--- src/rtl/rc4_pkg.sv ---
// rc4_pkg -- shared types and helpers for the RC4 key-scheduling engine.
//
// Contents:
//   ksa_state_t : FSM state encoding used by rc4_ksa_engine
//   key_sym()   : selects one key symbol out of a packed key vector
//   KEY_MAX_W   : widest packed key key_sym() accepts
//   SYM_MAX_W   : widest symbol key_sym() can return
package rc4_pkg;

    localparam int KEY_MAX_W = 256;
    localparam int SYM_MAX_W = 16;

    typedef enum logic [3:0] {
        IDLE,
        INIT,
        RD_I,
        LAT_I,
        RD_J,
        LAT_J,
        WR_I,
        WR_J,
        DONE
    } ksa_state_t;

    // Symbol 0 sits in the most significant sym_w bits of the n_sym-symbol
    // key, which is right-aligned (zero-extended) inside the KEY_MAX_W vector.
    function automatic logic [SYM_MAX_W-1:0] key_sym(
        input logic [KEY_MAX_W-1:0] key,
        input int unsigned          idx,
        input int unsigned          n_sym,
        input int unsigned          sym_w
    );
        logic [KEY_MAX_W-1:0] shifted;
        logic [SYM_MAX_W-1:0] mask;
        shifted = key >> ((n_sym - 32'd1 - idx) * sym_w);
        mask    = SYM_MAX_W'((32'd1 << sym_w) - 32'd1);
        return shifted[SYM_MAX_W-1:0] & mask;
    endfunction

endpackage

--- src/rtl/rc4_ksa_engine.sv ---
// rc4_ksa_engine -- RC4 key-scheduling (KSA) controller driving an external
// single-port synchronous RAM that holds the 2^W-entry permutation S.
//
// Parameters:
//   W          symbol / address width; the state array has N = 2^W entries
//   KEY_BYTES  number of W-bit key symbols
// Ports:
//   clk          rising-edge clock
//   reset        asynchronous, active-low reset
//   start        begin a run (accepted only in IDLE or DONE)
//   init_en      1: fill S[i]=i before the KSA loop; sampled with start
//   abort        synchronous cancel of a run in progress
//   secret_key   KEY_BYTES*W key, symbol 0 in the most significant bits
//   ram_q        RAM read data, valid the cycle after ram_address is driven
//   ram_address  RAM address
//   ram_data     RAM write data
//   ram_wren     RAM write enable
//   busy         run in progress
//   done         completion level, cleared by the next accepted start
//
// All RAM-side outputs are registered: each is loaded on the edge that
// enters the state it belongs to, so it is stable for that whole state.
module rc4_ksa_engine #(
    parameter int W         = 8,
    parameter int KEY_BYTES = 3
) (
    input  logic                   clk,
    input  logic                   reset,
    input  logic                   start,
    input  logic                   init_en,
    input  logic                   abort,
    input  logic [KEY_BYTES*W-1:0] secret_key,
    input  logic [W-1:0]           ram_q,
    output logic [W-1:0]           ram_address,
    output logic [W-1:0]           ram_data,
    output logic                   ram_wren,
    output logic                   busy,
    output logic                   done
);
    import rc4_pkg::*;

    localparam int N = 1 << W;
    localparam logic [W-1:0] I_LAST = W'(N - 1);
    localparam logic [W-1:0] I_ONE  = W'(1);

    ksa_state_t             state;
    logic [W-1:0]           i;
    logic [W-1:0]           j;
    logic [W-1:0]           si;
    logic [KEY_BYTES*W-1:0] key_r;

    int unsigned  sym_idx;
    logic [W-1:0] ksym;
    logic [W-1:0] j_new;

    assign sym_idx = 32'(i) % KEY_BYTES;
    assign ksym    = W'(key_sym(KEY_MAX_W'(key_r), sym_idx, KEY_BYTES, W));
    // Mod-N wrap comes for free from the W-bit sum.
    assign j_new   = j + ram_q + ksym;

    // S[j] (sj) is not kept in its own register: it is loaded straight into
    // ram_data on the LAT_J -> WR_I edge, which is the only place it is used.
    always_ff @(posedge clk or negedge reset) begin
        if (!reset) begin
            state       <= IDLE;
            i           <= '0;
            j           <= '0;
            si          <= '0;
            key_r       <= '0;
            ram_address <= '0;
            ram_data    <= '0;
            ram_wren    <= 1'b0;
            busy        <= 1'b0;
            done        <= 1'b0;
        end else if (abort && busy) begin
            // busy is high exactly in INIT..WR_J, so abort is inert in IDLE/DONE.
            state    <= IDLE;
            ram_wren <= 1'b0;
            busy     <= 1'b0;
            done     <= 1'b0;
        end else begin
            case (state)
                IDLE, DONE: begin
                    if (start) begin
                        key_r       <= secret_key;
                        done        <= 1'b0;
                        busy        <= 1'b1;
                        i           <= '0;
                        j           <= '0;
                        ram_address <= '0;
                        ram_data    <= '0;
                        if (init_en) begin
                            state    <= INIT;
                            ram_wren <= 1'b1;
                        end else begin
                            state    <= RD_I;
                            ram_wren <= 1'b0;
                        end
                    end
                end
                INIT: begin
                    if (i == I_LAST) begin
                        i           <= '0;
                        ram_address <= '0;
                        ram_wren    <= 1'b0;
                        state       <= RD_I;
                    end else begin
                        i           <= i + I_ONE;
                        ram_address <= i + I_ONE;
                        ram_data    <= i + I_ONE;
                    end
                end
                RD_I: state <= LAT_I;
                LAT_I: begin
                    si          <= ram_q;
                    j           <= j_new;
                    ram_address <= j_new;
                    state       <= RD_J;
                end
                RD_J: state <= LAT_J;
                LAT_J: begin
                    ram_address <= i;
                    ram_data    <= ram_q;
                    ram_wren    <= 1'b1;
                    state       <= WR_I;
                end
                WR_I: begin
                    ram_address <= j;
                    ram_data    <= si;
                    state       <= WR_J;
                end
                WR_J: begin
                    ram_wren <= 1'b0;
                    if (i == I_LAST) begin
                        busy  <= 1'b0;
                        done  <= 1'b1;
                        state <= DONE;
                    end else begin
                        i           <= i + I_ONE;
                        ram_address <= i + I_ONE;
                        state       <= RD_I;
                    end
                end
                default: state <= IDLE;
            endcase
        end
    end

endmodule
--- config.mk ---
export PLATFORM = sky130hd
export DESIGN_NAME = rc4_ksa_engine
export DESIGN_NICKNAME = d
export VERILOG_FILES = /design/src/rtl/rc4_pkg.sv /design/src/rtl/rc4_ksa_engine.sv
export SDC_FILE = /design/constraint.sdc
export NUM_CORES = 1
export LEC_CHECK = 0
export ABC_AREA = 1
export CORE_UTILIZATION = 45
export DETAILED_ROUTE_END_ITERATION = 10
export PLACE_DENSITY = 0.68
export SYNTH_ARGS = -nofsm -noshare
export SYNTH_HDL_FRONTEND = slang
export SYNTH_SLANG_ARGS = --single-unit
--- constraint.sdc ---
create_clock -name clk -period 9.1 [get_ports clk]
set_input_delay 1.365 -clock clk [delete_from_list [all_inputs] [get_ports clk]]
set_output_delay 1.365 -clock clk [all_outputs]
set_load 0.02 [all_outputs]
==> results.yml <==
run_status:
  status: "complete, no violations"
pwr:
  p_int_mw: 1.03
  p_switching_mw: 0.926
  p_leak_nw: 3.07
  power_density_mw_per_mm2: 322
  irDropWorstVdd_v: 0.000179
  p_seq_frac: 0.262
  p_clk_frac: 0.169
  p_sw_frac: 0.473
  comb_power_share: 0.569
route:
  finalWirelength_um: 13100
  route.antenna.remaining_nets: 0
  drc: 0
  vias: 4850
  wl_per_cell_um: 14.3
  routed_via_density: 5.32
  drtPass1Iterations: 5
  first_iter_violations: 353
worst_hold_path:
  hp-class: "reg2reg"
  min_path_cells: 2
  hold_start: "ram_data[6]$_DFFE_PN0P_"
floorplan:
  initial_core_util: 0.469
  die_h_um: 109
  num_rows: 38
  die-area_mm2: 0.0119
  die-width_um: 109
  core_mm2: 0.0110
  io_pins: 56
sta:
  hold_viol: 0
  slew_headroom: 0.230
  fin_hold_ws_ns: 0.470
  worst_pin_slew_ns: 1.15
  drv_slew: 0
  fmax_ghz: 0.129
  setup_viol: 0
  tns_ns: 0
  rsz0062_at_grt: "false"
  fin_crit_ns: 7.76
  fin_crit_sh: 0.853
  clock_skew_ns: 0.00833
critical_path:
  reg2reg_to: "ram_address[7]$_DFFE_PN0P_"
  slowest_delay_ns: 0.58
  reg2reg_from: "i[6]$_DFFE_PN0P_"
  cpLargestDelayFamily: "simple AND/OR/NAND/NOR gates"
  path_common_cell: "nand2_1"
  cp.depth: 54
  regToRegSetupSlack_ns: 1.34
  path_class: "reg2reg"
  cpMaxStageDelayCell: "dfrtp_1"
  cp.buffers_inverters: 10
  critical_path.startpoint: "i[6]$_DFFE_PN0P_"
  required_ns: 9.38
  cp_max_fo: 19
  crit_arrival_ns: 8.05
  cp-start-kind: "register"
  ff2ff_path_depth: 54
  end_kind: "register"
  endpoint: "ram_address[7]$_DFFE_PN0P_"
yosys:
  ys.flop_type: "dfrtp_1"
  ys_seq_area_frac: 0.345
  synthArstFlopShare: 1.00
  synth_edf_count: 0
  synth_area_mm2: 0.00515
  synth_cell_types: 50
  ys_ff_latch: 71
  yosys_warnings: 0
  syn_avg_cell_area_um2: 7.19
  syn_inst: 716
  syn_nets: 773
final_layout:
  finalNetCount: 824
  area_delta_synth_final_pct: 18.0
  stdcell_count: 912
  finalCoreUtilization: 0.553
  final_area_mm2: 0.00608
  fill_cells: 1061
  layout-drive-gt1-share: 0.101
  antennaDiodeCount: 0
global_routing:
  grt_start_max_net_pins: 72
  grt_pass1_wl_um: 21800
  antenna_found_initial: 0
  grt_usage: 0.238
  gr-total-overflow: 0
  grt_pass1_vias: 4570
clock_tree:
  cts_buffers: 9
  cts_tree: "built"
  postCtsHoldBufs: 0
  clk-insertion-delay-late_ns: 0.34
  clockBufferDepth: 2
  cts-root-buf: "clkbuf_16"
  clock-sinks: 71
  ctsResizeCount: 0
  cts_setup_buffers: 0
  clkTransAtPathRegs_ns: 0.06
  htree_levels: 3
placement:
  port-buffer-count: 55
  placedInstanceArea_mm2: 0.00580
  dpl.hpwl_um: 10100
  placed_cells: 896
  routabilityCongestion: 0.939
run:
  cap_violations: 0
-- power groups by stage --
stage	clock network [mW]	registers, mW	logic [mW]
finish	0.331	0.512	1.11
global route	0.346	0.528	1.28
CTS	0.334	0.512	1.12
floorplan	0	0.529	0.779
detailed placement	0	0.516	1.11
global placement	0	0.514	1.08
-- cells in the final DEF (no fill, tap or decap), types with 9 or more instances in the layout --
cell type        netlist  routed
a21oi_1               18      18
clkbuf_16              0       9
clkdlybuf4s50_1        0      54
dfrtp_1               71      71
ha_1                  12      12
inv_1                 81      81
nand2_1              233     233
nand2_2               15      15
nand3_1               37      37
nand3_2               12      12
nand4_1               14      14
nor2_1                57      56
o21ai_0               48      48
o22ai_1                9       9
-- flip-flops by register name (all words and copies together), names as in the netlist --
signal	cells
ram_address	8
state	4
j	8
ram_wren	1
done	1
key_r	24
ram_data	8
busy	1
i	8
si	8
-- worst min path at each step --
stage	endpoint	slack [ns]
2_1_floorplan	key_r[18]$_DFFE_PN0P_	0.44
3_3_place_gp	ram_data[3]$_DFFE_PN0P_	0.46
3_5_place_dp	key_r[18]$_DFFE_PN0P_	0.46
4_1_cts	key_r[18]$_DFFE_PN0P_	0.48
5_1_grt	ram_address[5]$_DFFE_PN0P_	0.50
6_report	ram_data[6]$_DFFE_PN0P_	0.47
-- worst reg2reg max path: cells and delay by family (launching register included) --
kind	cells	cell delay [ns]
xor+xnor	1	0.16
fa+ha+maj	6	1.52
flops	1	0.58
buf+inv	10	0.91
simple gates	34	3.84
compound gates	3	0.72
-- through the flow --
step	worst slack, ns	power, mW
3_5_place_dp	1.37	1.62
5_1_grt	0.455	2.15
6_report	1.34	1.96
4_1_cts	1.33	1.96
2_1_floorplan	2.38	1.31
3_3_place_gp	1.69	1.60
-- cell type report --
cell class / instances / area (um2) / share of cell area
Inverter: 90 / 342 / 0.0562
Multi-Input combinational cell: 538 / 2950 / 0.485
Timing Repair Buffer: 57 / 561 / 0.0922
Tap cell: 140 / 175 / 0.0288
Clock inverter: 5 / 32.5 / 0.00535
Sequential cell: 71 / 1780 / 0.292
Clock buffer: 11 / 243 / 0.0399
-- kinds of logic after synthesis --
logic type,share of synthesized area
AND/OR/NAND/NOR,0.361
AO/OA/AOI/OAI,0.124
buffers and inverters,0.0831
flip-flops,0.345
adder cells (fa/ha/maj),0.0602
XOR/XNOR,0.0221
multiplexers,0.00437
-- cell usage after synthesis, drive strengths merged (9+ instances only) --
cell / instances / area share
dfrtp: 71 / 0.34
nand2: 255 / 0.20
a21oi: 18 / 0.017
nand3: 54 / 0.076
nand4: 14 / 0.017
clkbuf: 12 / 0.0090
ha: 12 / 0.029
nor2: 63 / 0.053
inv: 87 / 0.064
o21ai: 55 / 0.056
o22ai: 9 / 0.011
-- layer usage --
metal / wire [um] / track usage / up-vias
li1: - / - / 2426
met1: 6210 / 0.319 / 2291
met2: 6080 / 0.383 / 108
met3: 520 / 0.0448 / 25
met4: 256 / 0.0869 / 0
met5: 0 / 0 / -
No activity file was read; power rests on OpenSTA's default activity.
==> RTL change: new RTL, same flow settings <==
The parameter `KEY_BYTES` goes from 3 to 2.
--- a/src/rtl/rc4_ksa_engine.sv
+++ b/src/rtl/rc4_ksa_engine.sv
@@ -22,7 +22,7 @@
 // enters the state it belongs to, so it is stable for that whole state.
 module rc4_ksa_engine #(
     parameter int W         = 8,
-    parameter int KEY_BYTES = 3
+    parameter int KEY_BYTES = 2
 ) (
     input  logic                   clk,
     input  logic                   reset,
Interface: changed (resized secret_key); port bits go from 56 to 48. No check against the original RTL was run, so the function may have changed too.
==> RTL change against the original RTL <==
  * Design area fell by 28%
  * Synthesized area decreased by 29%
  * Utilization grew 0.91 points
  * Sequential cell count fell by 8
  * Synthesized cell count down 33%
  * Routed wire length down 30%
  * Setup slack better by 4.2 ns
  * Total power decreased by 24%
  * Via count decreased by 32%
  * Largest cell class unchanged
  * Critical path depth decreased by 40
==> RTL change: results (changes against the original RTL) <==
stage,metric,value,unit,change
worst_hold_path,hold_start,ram_address[1],,was ram_data[6]
timing,worst_slew_pin_slew,1.17,ns,was 1.15 ns
timing,holdWs,0.474,ns,was 0.470 ns
drt,routedWlPerCell,14.4,um,was 14.3 um
drt,wirelength,9130,um,was 13100 um
final_layout,drive_gt1_share,7.87,%,was 10.1%
global_routing,grt_pass1_vias,3212,,was 4570
setup_path,reg2reg_from,i[0],,was i[6]
placement,gp_congestion,0.903,,was 0.939
setup_path,crit_slowest_cell,fa_1,,was dfrtp_1
pwr,total_leakage_power,2.17,nW,was 3.07 nW
setup_path,r2r_slack,6.07,ns,was 1.34 ns
setup_path,startpoint,ram_q[1],,was i[6]
setup_path,max_stage_delay,0.53,ns,was 0.58 ns
global_routing,grt_pass1_wl,15600,um,was 21800 um
logic_synthesis,ys_top_cells_by_count,"194 x nand2_1, 63 x dfrtp_1, 44 x inv_1, 42 x nand3_1, 35 x o21ai_0",,"was 233 x nand2_1, 81 x inv_1, 71 x dfrtp_1, 57 x nor2_1, 48 x o21ai_0"
clock_tree,clk_pin_slew,0.07,ns,
global_routing,grt_max_degree,64,,was 72
clock_tree,cts_buffer_depth,2,,unchanged
logic_synthesis,synth_area_leaders,"dfrtp_1 43%, nand2_1 20%, nand3_1 5.7%, o21ai_0 4.8%, inv_1 4.5%",,"was dfrtp_1 34%, nand2_1 17%, inv_1 5.9%, o21ai_0 4.7%, nor2_1 4.2%"
logic_synthesis,netlist_instances,481,,was 716
timing,skew,0.00845,ns,was 0.00833 ns
timing,worst_slack,5.56,ns,was 1.34 ns
drt,drt_iter0_drc,186,,was 353
setup_path,cp.arrival,3.77,ns,was 8.05 ns
drt,avgViaCountPerCell,5.16,,was 5.32
outcome,status,finished clean,,unchanged
final_layout,largest_reg_flops,16,,was 24
drt,firstDrtPassIters,6,,was 5
placement,hpwl,6840,um,was 10100 um
logic_synthesis,synth.distinct_cells,39,,was 50
placement,place_ws,5.21,ns,was 1.37 ns
setup_path,cp_max_fo,4,,was 19
placement,dp_cells,620,,was 896
placement,portBuffers,47,,was 55
global_routing,grt_use_total,23.7,%,was 23.8%
logic_synthesis,syn_nets,525,,was 773
final_layout,num-fill-cells,786,,was 1061
final_layout,diodes,0,,unchanged
[RTL change: critical path: cells and delay by family]
| kind | cells | cell delay [ns] |
|---|---|---|
| buffers and inverters | 4 | 0.65 |
| and+or+nand+nor | 7 | 0.56 |
| adders and majority gates | 3 | 1.19 |
[RTL change: layout make-up]
cell class	instances	area share, %
Timing Repair Buffer	49	10.9
Clock buffer	13	3.62
Clock inverter	3	0.399
Tap cell	102	2.91
Inverter	48	4.16
Multi-Input combinational cell	358	42.1
Sequential cell	63	35.9
[RTL change: layer usage]
metal | vias up | GRT usage (%) | wire, um
li1 | 1644 | - | -
met1 | 1531 | 31.9 | 4340
met2 | 96 | 38.8 | 4210
met3 | 13 | 3.86 | 439
met4 | 0 | 7.81 | 143
met5 | - | 0 | 0
[RTL change: logic make-up after synthesis]
family          Yosys count  share of synthesized area (%)
simple gates            275                           32.2
flops                    63                           42.8
compound gates           64                           10.2
xor+xnor                  2                          0.476
buf+inv                  60                           6.94
mux                       2                          0.578
fa+ha+maj                15                           6.73
[RTL change: metrics by stage]
stage | total power, mW | utilization [%] | area, um^2
final | 1.48 | 56.3 | 4390
after CTS | 1.49 | 56.3 | 4390
after detailed placement | 1.26 | 54.0 | 4220
after global routing | 1.62 | 56.3 | 4390
after floorplan | 1.05 | - | 3680
after global placement | 1.25 | 54.0 | 4220
[RTL change: power breakdown]
group	internal, mW	switching, mW
sequential	0.385	0.0757
combinational	0.286	0.514
clock	0.113	0.108
[RTL change: worst paths after layout]
| check | end | cells past startpoint |
|---|---|---|
| max in group asynchronous | ram_address[2] | 2 |
| setup / recovery | ram_address[7] | 14 |
| setup reg to reg | ram_address[6] | 13 |
| hold reg to reg | ram_address[1] | 2 |
| hold / removal | ram_address[1] | 2 |
| min in group asynchronous | ram_data[3] | 2 |
